## config.mk

```make
export PLATFORM = sky130hd
export DESIGN_NAME = multicycle_controller
export DESIGN_NICKNAME = d
export VERILOG_FILES = /design/src/rtl/multicycle_controller.sv
export SDC_FILE = /design/constraint.sdc
export NUM_CORES = 1
export LEC_CHECK = 0
export CAP_MARGIN = 0
export CORE_AREA = 3 3 78 80
export DETAILED_ROUTE_END_ITERATION = 8
export DIE_AREA = 0 0 81 83
export PLACE_DENSITY = 0.87
export SYNTH_ARGS = -nofsm -noshare
export SYNTH_HDL_FRONTEND = slang
export SYNTH_SLANG_ARGS = --single-unit
```

## constraint.sdc

```tcl
create_clock -name clk -period 3.1 [get_ports clk]
set_clock_uncertainty 0.05 [all_clocks]
set_input_delay 0.775 -clock clk [delete_from_list [all_inputs] [get_ports clk]]
set_output_delay 0.775 -clock clk [all_outputs]
set_load 0.01 [all_outputs]
```

## src/rtl/multicycle_controller.sv

```systemverilog
// Multi-cycle RV32I control FSM: sequences fetch/decode/execute/memory/writeback
// over one shared memory port, counts retired instructions and traps on illegal ops.
module multicycle_controller #(
  parameter int XLEN        = 32,
  parameter int MEM_TIMEOUT = 255
) (
  input  logic            clk,
  input  logic            reset,
  input  logic [6:0]      opcode,
  input  logic [2:0]      funct3,
  input  logic            funct7_5,
  input  logic            zero,
  input  logic            mem_ready,
  output logic            pc_write,
  output logic            old_pc_write,
  output logic            ir_write,
  output logic            adr_src,
  output logic            mem_read,
  output logic            mem_write,
  output logic            reg_write,
  output logic [1:0]      alu_src_a,
  output logic [1:0]      alu_src_b,
  output logic [1:0]      alu_op,
  output logic [1:0]      result_src,
  output logic            retire,
  output logic            trap,
  output logic [XLEN-1:0] retire_count
);

  typedef enum logic [3:0] {
    S_FETCH, S_DECODE, S_EXEC_R, S_EXEC_I, S_MEM_ADDR, S_MEM_RD,
    S_MEM_WR, S_MEM_WB, S_ALU_WB, S_BRANCH, S_JAL, S_TRAP
  } state_t;

  typedef struct packed {
    logic       pc_write;
    logic       old_pc_write;
    logic       ir_write;
    logic       adr_src;
    logic       mem_read;
    logic       mem_write;
    logic       reg_write;
    logic [1:0] alu_src_a;
    logic [1:0] alu_src_b;
    logic [1:0] alu_op;
    logic [1:0] result_src;
    logic       retire;
    logic       trap;
  } ctl_t;

  localparam logic [6:0] OP_R      = 7'b0110011;
  localparam logic [6:0] OP_I      = 7'b0010011;
  localparam logic [6:0] OP_LOAD   = 7'b0000011;
  localparam logic [6:0] OP_STORE  = 7'b0100011;
  localparam logic [6:0] OP_BRANCH = 7'b1100011;
  localparam logic [6:0] OP_JAL    = 7'b1101111;

  localparam int            TW        = (MEM_TIMEOUT > 1) ? $clog2(MEM_TIMEOUT) : 1;
  localparam logic [TW-1:0] WAIT_LAST = TW'(MEM_TIMEOUT - 1);

  state_t          r_state;
  state_t          w_next;
  logic [TW-1:0]   r_wait_cnt;
  logic [XLEN-1:0] r_retire_count;
  ctl_t            w_ctl;
  ctl_t            w_ctl_out;
  logic            w_waiting;
  logic            w_timeout;
  logic            w_unused_funct7;

  // ALU function decode lives in the ALU decoder, not here.
  assign w_unused_funct7 = funct7_5;

  assign w_waiting = ((r_state == S_FETCH) || (r_state == S_MEM_RD) || (r_state == S_MEM_WR))
                     && !mem_ready;
  assign w_timeout = w_waiting && (r_wait_cnt == WAIT_LAST);

  always_comb begin
    // NOTE: every signal gets a default before the case so no path can infer a latch.
    w_next = r_state;
    w_ctl  = '0;
    case (r_state)
      S_FETCH: begin
        w_ctl.mem_read   = 1'b1;
        w_ctl.alu_src_b  = 2'd2;
        w_ctl.result_src = 2'd2;
        if (mem_ready) begin
          w_ctl.ir_write     = 1'b1;
          w_ctl.pc_write     = 1'b1;
          w_ctl.old_pc_write = 1'b1;
          w_next             = S_DECODE;
        end else if (w_timeout) begin
          w_next = S_TRAP;
        end
      end
      S_DECODE: begin
        w_ctl.alu_src_a = 2'd1;
        w_ctl.alu_src_b = 2'd1;
        case (opcode)
          OP_R:              w_next = S_EXEC_R;
          OP_I:              w_next = S_EXEC_I;
          OP_LOAD, OP_STORE: w_next = S_MEM_ADDR;
          OP_BRANCH:         w_next = S_BRANCH;
          OP_JAL:            w_next = S_JAL;
          default:           w_next = S_TRAP;
        endcase
      end
      S_EXEC_R: begin
        w_ctl.alu_src_a = 2'd2;
        w_ctl.alu_op    = 2'b10;
        w_next          = S_ALU_WB;
      end
      S_EXEC_I: begin
        w_ctl.alu_src_a = 2'd2;
        w_ctl.alu_src_b = 2'd1;
        w_ctl.alu_op    = 2'b10;
        w_next          = S_ALU_WB;
      end
      S_ALU_WB: begin
        w_ctl.reg_write = 1'b1;
        w_ctl.retire    = 1'b1;
        w_next          = S_FETCH;
      end
      S_MEM_ADDR: begin
        w_ctl.alu_src_a = 2'd2;
        w_ctl.alu_src_b = 2'd1;
        w_next          = (opcode == OP_STORE) ? S_MEM_WR : S_MEM_RD;
      end
      S_MEM_RD: begin
        w_ctl.adr_src  = 1'b1;
        w_ctl.mem_read = 1'b1;
        if (mem_ready)      w_next = S_MEM_WB;
        else if (w_timeout) w_next = S_TRAP;
      end
      S_MEM_WB: begin
        w_ctl.result_src = 2'd1;
        w_ctl.reg_write  = 1'b1;
        w_ctl.retire     = 1'b1;
        w_next           = S_FETCH;
      end
      S_MEM_WR: begin
        w_ctl.adr_src   = 1'b1;
        w_ctl.mem_write = 1'b1;
        if (mem_ready) begin
          w_ctl.retire = 1'b1;
          w_next       = S_FETCH;
        end else if (w_timeout) begin
          w_next = S_TRAP;
        end
      end
      S_BRANCH: begin
        w_ctl.alu_src_a = 2'd2;
        w_ctl.alu_op    = 2'b01;
        // Only BEQ/BNE are supported; funct3[0] inverts the zero test.
        if (funct3[2:1] == 2'b00) begin
          w_ctl.pc_write = zero ^ funct3[0];
          w_ctl.retire   = 1'b1;
          w_next         = S_FETCH;
        end else begin
          w_next = S_TRAP;
        end
      end
      S_JAL: begin
        w_ctl.alu_src_a = 2'd1;
        w_ctl.alu_src_b = 2'd2;
        w_ctl.pc_write  = 1'b1;
        w_next          = S_ALU_WB;
      end
      S_TRAP: begin
        w_ctl.trap = 1'b1;
      end
      default: begin
        w_next = S_TRAP;
      end
    endcase
  end

  // Strobes are forced low while reset is held so an aborted access writes nothing.
  assign w_ctl_out = reset ? w_ctl : '0;

  assign pc_write     = w_ctl_out.pc_write;
  assign old_pc_write = w_ctl_out.old_pc_write;
  assign ir_write     = w_ctl_out.ir_write;
  assign adr_src      = w_ctl_out.adr_src;
  assign mem_read     = w_ctl_out.mem_read;
  assign mem_write    = w_ctl_out.mem_write;
  assign reg_write    = w_ctl_out.reg_write;
  assign alu_src_a    = w_ctl_out.alu_src_a;
  assign alu_src_b    = w_ctl_out.alu_src_b;
  assign alu_op       = w_ctl_out.alu_op;
  assign result_src   = w_ctl_out.result_src;
  assign retire       = w_ctl_out.retire;
  assign trap         = w_ctl_out.trap;
  assign retire_count = r_retire_count;

  always_ff @(posedge clk or negedge reset) begin
    if (!reset) begin
      r_state        <= S_FETCH;
      r_wait_cnt     <= '0;
      r_retire_count <= '0;
    end else begin
      // NOTE: non-blocking assignments so every register samples pre-edge values.
      r_state <= w_next;
      if (w_next != r_state) r_wait_cnt <= '0;
      else if (w_waiting)    r_wait_cnt <= r_wait_cnt + TW'(1);
      if (w_ctl.retire) r_retire_count <= r_retire_count + XLEN'(1);
    end
  end

endmodule

```

==> results.cfg <==
[run_status]
outcome = finished clean

[setup_path]
critPathCapture = old_pc_write
slowest_stage = clkdlybuf4s50_1
crit_arrival_ns = 2.21
critPathKind = input port to output port
path_cells = clkdlybuf4s50_1, buf_4, buf_4, and2_1, clkdlybuf4s50_1
rr_worst_depth = 7
start_kind = input port
cp_max_fo = 7
worstPathRequired_ns = 2.27
r2r-end = r_wait_cnt[1]
slowest_delay_ns = 0.53
crit_start = mem_ready
ff2ff_setup_slack_ns = 0.45
reg2reg_from = r_state[0]
end_kind = output port

[placed_design]
gp_congestion = 0.8106
dpl.hpwl_mm = 4.905
place_ws_ns = -0.2761
dpl_cell_area_um2 = 3457
port_buffers = 62

[detailed_routing]
wl_per_cell_um = 15.12
drtPass1Iterations = 4
dr.first_iter.drc_count = 83
drc_errors = 0
ant_nets = 0
routed_wl_mm = 6.501
via_per_inst = 5.560
vias = 2391

[clock_tree]
cts_inserted_buffers = 5
ctsRootBufferMaster = clkbuf_8
cts_max_path_buffers = 2
clkTransAtPathRegs_ns = 0.08
clock_sinks = 44
clk_latency_ns = 0.30
cts_tree = built
htree_levels = 2

[logic_synthesis]
async_flop_share_pct = 100.0
avgSynthCellArea_um2 = 9.498
synth_area_um2 = 2669
syn-num-nets = 299
ys_seq_area_share_pct = 41.26
synthCells = 281
ys_types = 56
yosysWarnings = 0
ys_seq_elements = 44
synth_ff_type = dfrtp_1
synth_top_area_share_pct = 41.26
synth_edf_count = 0
synthTopCellsByArea = dfrtp_1 (41%), xnor2_1 (10%), nor2_1 (3.8%)
synth_top_area_cell = dfrtp_1

[timing]
rsz0062_at_grt = no
setup_slack_ns = 0.06935
timing.final.crit_share_pct = 97.76
fmax_mhz = 330.0
max_slew_margin_pct = 64.41
worst_pin_slew_ns = 0.5339
whs_ns = 0.4206
finalHoldViolCount = 0
final_max_slew_viol_count = 0
period_minus_slack_ns = 3.031
setup_viol = 0

[cells_and_area]
stdcell_area_um2 = 3606
diodes = 0
drive_above_1_share_pct = 13.13
syn_to_final_growth_pct = 35.11
fin_nets = 375
finalCoreUtilization_pct = 65.89
fillCellCount = 439

[die]
start_util_pct = 48.77
floorplan.io_pins = 64
die_h_um = 83
rows = 27
coreArea_um2 = 5473
die_w_um = 81
die-area_um2 = 6723

[power]
max-vdd-ir-drop_mv = 0.3120
power_density_nw_per_um2 = 305.0
power_mw = 1.100
power.leakage_nw = 1.527

[global_routing]
grt_pass1_vias = 2327
antenna_found_initial = 0
grt_pass1_wl_mm = 10.82
overflow = 0
track_usage_pct = 19.92
grt_max_degree = 45

[run]
cap_violations = 0

[hold_path]
min_path_type = flop to flop
## cell usage in the layout, fill, tap and decap left out, types with 3 or more instances in the layout
cell type / instances
a21oi_1: 6
a31oi_1: 3
and2_1: 5
and3_1: 7
and4_1: 4
buf_4: 20
clkbuf_8: 6
clkdlybuf4s50_1: 56
dfrtp_1: 44
dlygate4sd2_1: 3
ha_1: 3
inv_1: 4
nand2_1: 25
nand2b_1: 7
nand3_1: 16
nand4_1: 13
nor2_1: 27
nor2b_1: 3
nor3_1: 6
nor3_2: 3
o21ai_0: 6
or3_1: 3
or4b_2: 3
xnor2_1: 31
xor2_1: 9
## Yosys cell counts, types with 4 or more instances
library cell / count
a21oi_1: 6
and4_1: 4
o21ai_0: 6
nand3_1: 16
nor2_1: 27
xnor2_1: 31
dfrtp_1: 44
nand4_1: 13
clkbuf_1: 9
nor3_1: 8
nand2b_1: 7
and2_1: 5
nand2_1: 25
xor2_1: 9
inv_1: 4
and3_1: 7
## where the power goes
group / switching (mW) / leakage, nW / total [mW] / internal [mW]
Combinational: 0.0309 / 0.873 / 0.0587 / 0.0278
Sequential: 0.00379 / 0.592 / 0.579 / 0.575
Clock: 0.198 / 0.0614 / 0.462 / 0.263
Total: 0.233 / 1.53 / 1.10 / 0.866
## how the worst min path moves through the flow
stage	slack, ns	cells past startpoint	end	from
finish	0.42	1	retire_count[31]	retire_count[31]
global route	0.45	1	retire_count[31]	retire_count[31]
CTS	0.43	1	retire_count[31]	retire_count[31]
detailed placement	0.41	1	retire_count[31]	retire_count[31]
global placement	0.41	1	retire_count[31]	retire_count[31]
floorplan	0.43	0	r_state[0]	reset
## critical path: cells and delay by family
family                 cells  cell delay (ns)
AND/OR/NAND/NOR            1             0.14
buffers and inverters      4             1.28
## layout make-up
cell class	instances	area (µm²)	area share [%]
Sequential cell	44	1101	30.53
Clock buffer	6	82.58	2.290
Inverter	4	15.01	0.4164
Clock inverter	2	38.79	1.076
Tap cell	72	90.09	2.498
Multi-Input combinational cell	220	1511	41.92
Timing Repair Buffer	82	767.0	21.27
## repair_timing
| item | in CTS | in global routing |
|---|---|---|
| pin swaps | 2 | 0 |
| hold buffers | 0 | 0 |
| endpoints found under the setup margin | 2 | 3 |
| setup buffers | 1 | 0 |
| gates resized for setup | 5 | 3 |
## metal layers
metal  track usage (%)  up-vias  routed length [µm]
li1                  -     1153                   -
met1             25.43     1144                2675
met2             33.53       78                3328
met3             3.037       16                 344
met4             7.220        0                 153
met5                 0        -                   0
## metrics by stage
step,TNS (ns),std cells
6_report,0,430
3_3_place_gp,-1.370,421
4_1_cts,0,430
5_1_grt,0,430
3_5_place_dp,-1.952,421
2_1_floorplan,0,281
## state kept, by name, indices dropped and copies added (netlist names)
| signal | count |
|---|---|
| r_state | 4 |
| r_wait_cnt | 8 |
| retire_count | 32 |
## kinds of logic after synthesis
| group | Yosys count | share of synthesized area [%] |
|---|---|---|
| flip-flops | 44 | 41.26 |
| AND/OR/NAND/NOR | 140 | 30.05 |
| buffers and inverters | 17 | 2.813 |
| AO/OA/AOI/OAI | 35 | 10.60 |
| multiplexers | 2 | 0.7501 |
| adder cells (fa/ha/maj) | 3 | 1.407 |
| XOR/XNOR | 40 | 13.13 |
No activity file was read; power rests on OpenSTA's default activity.
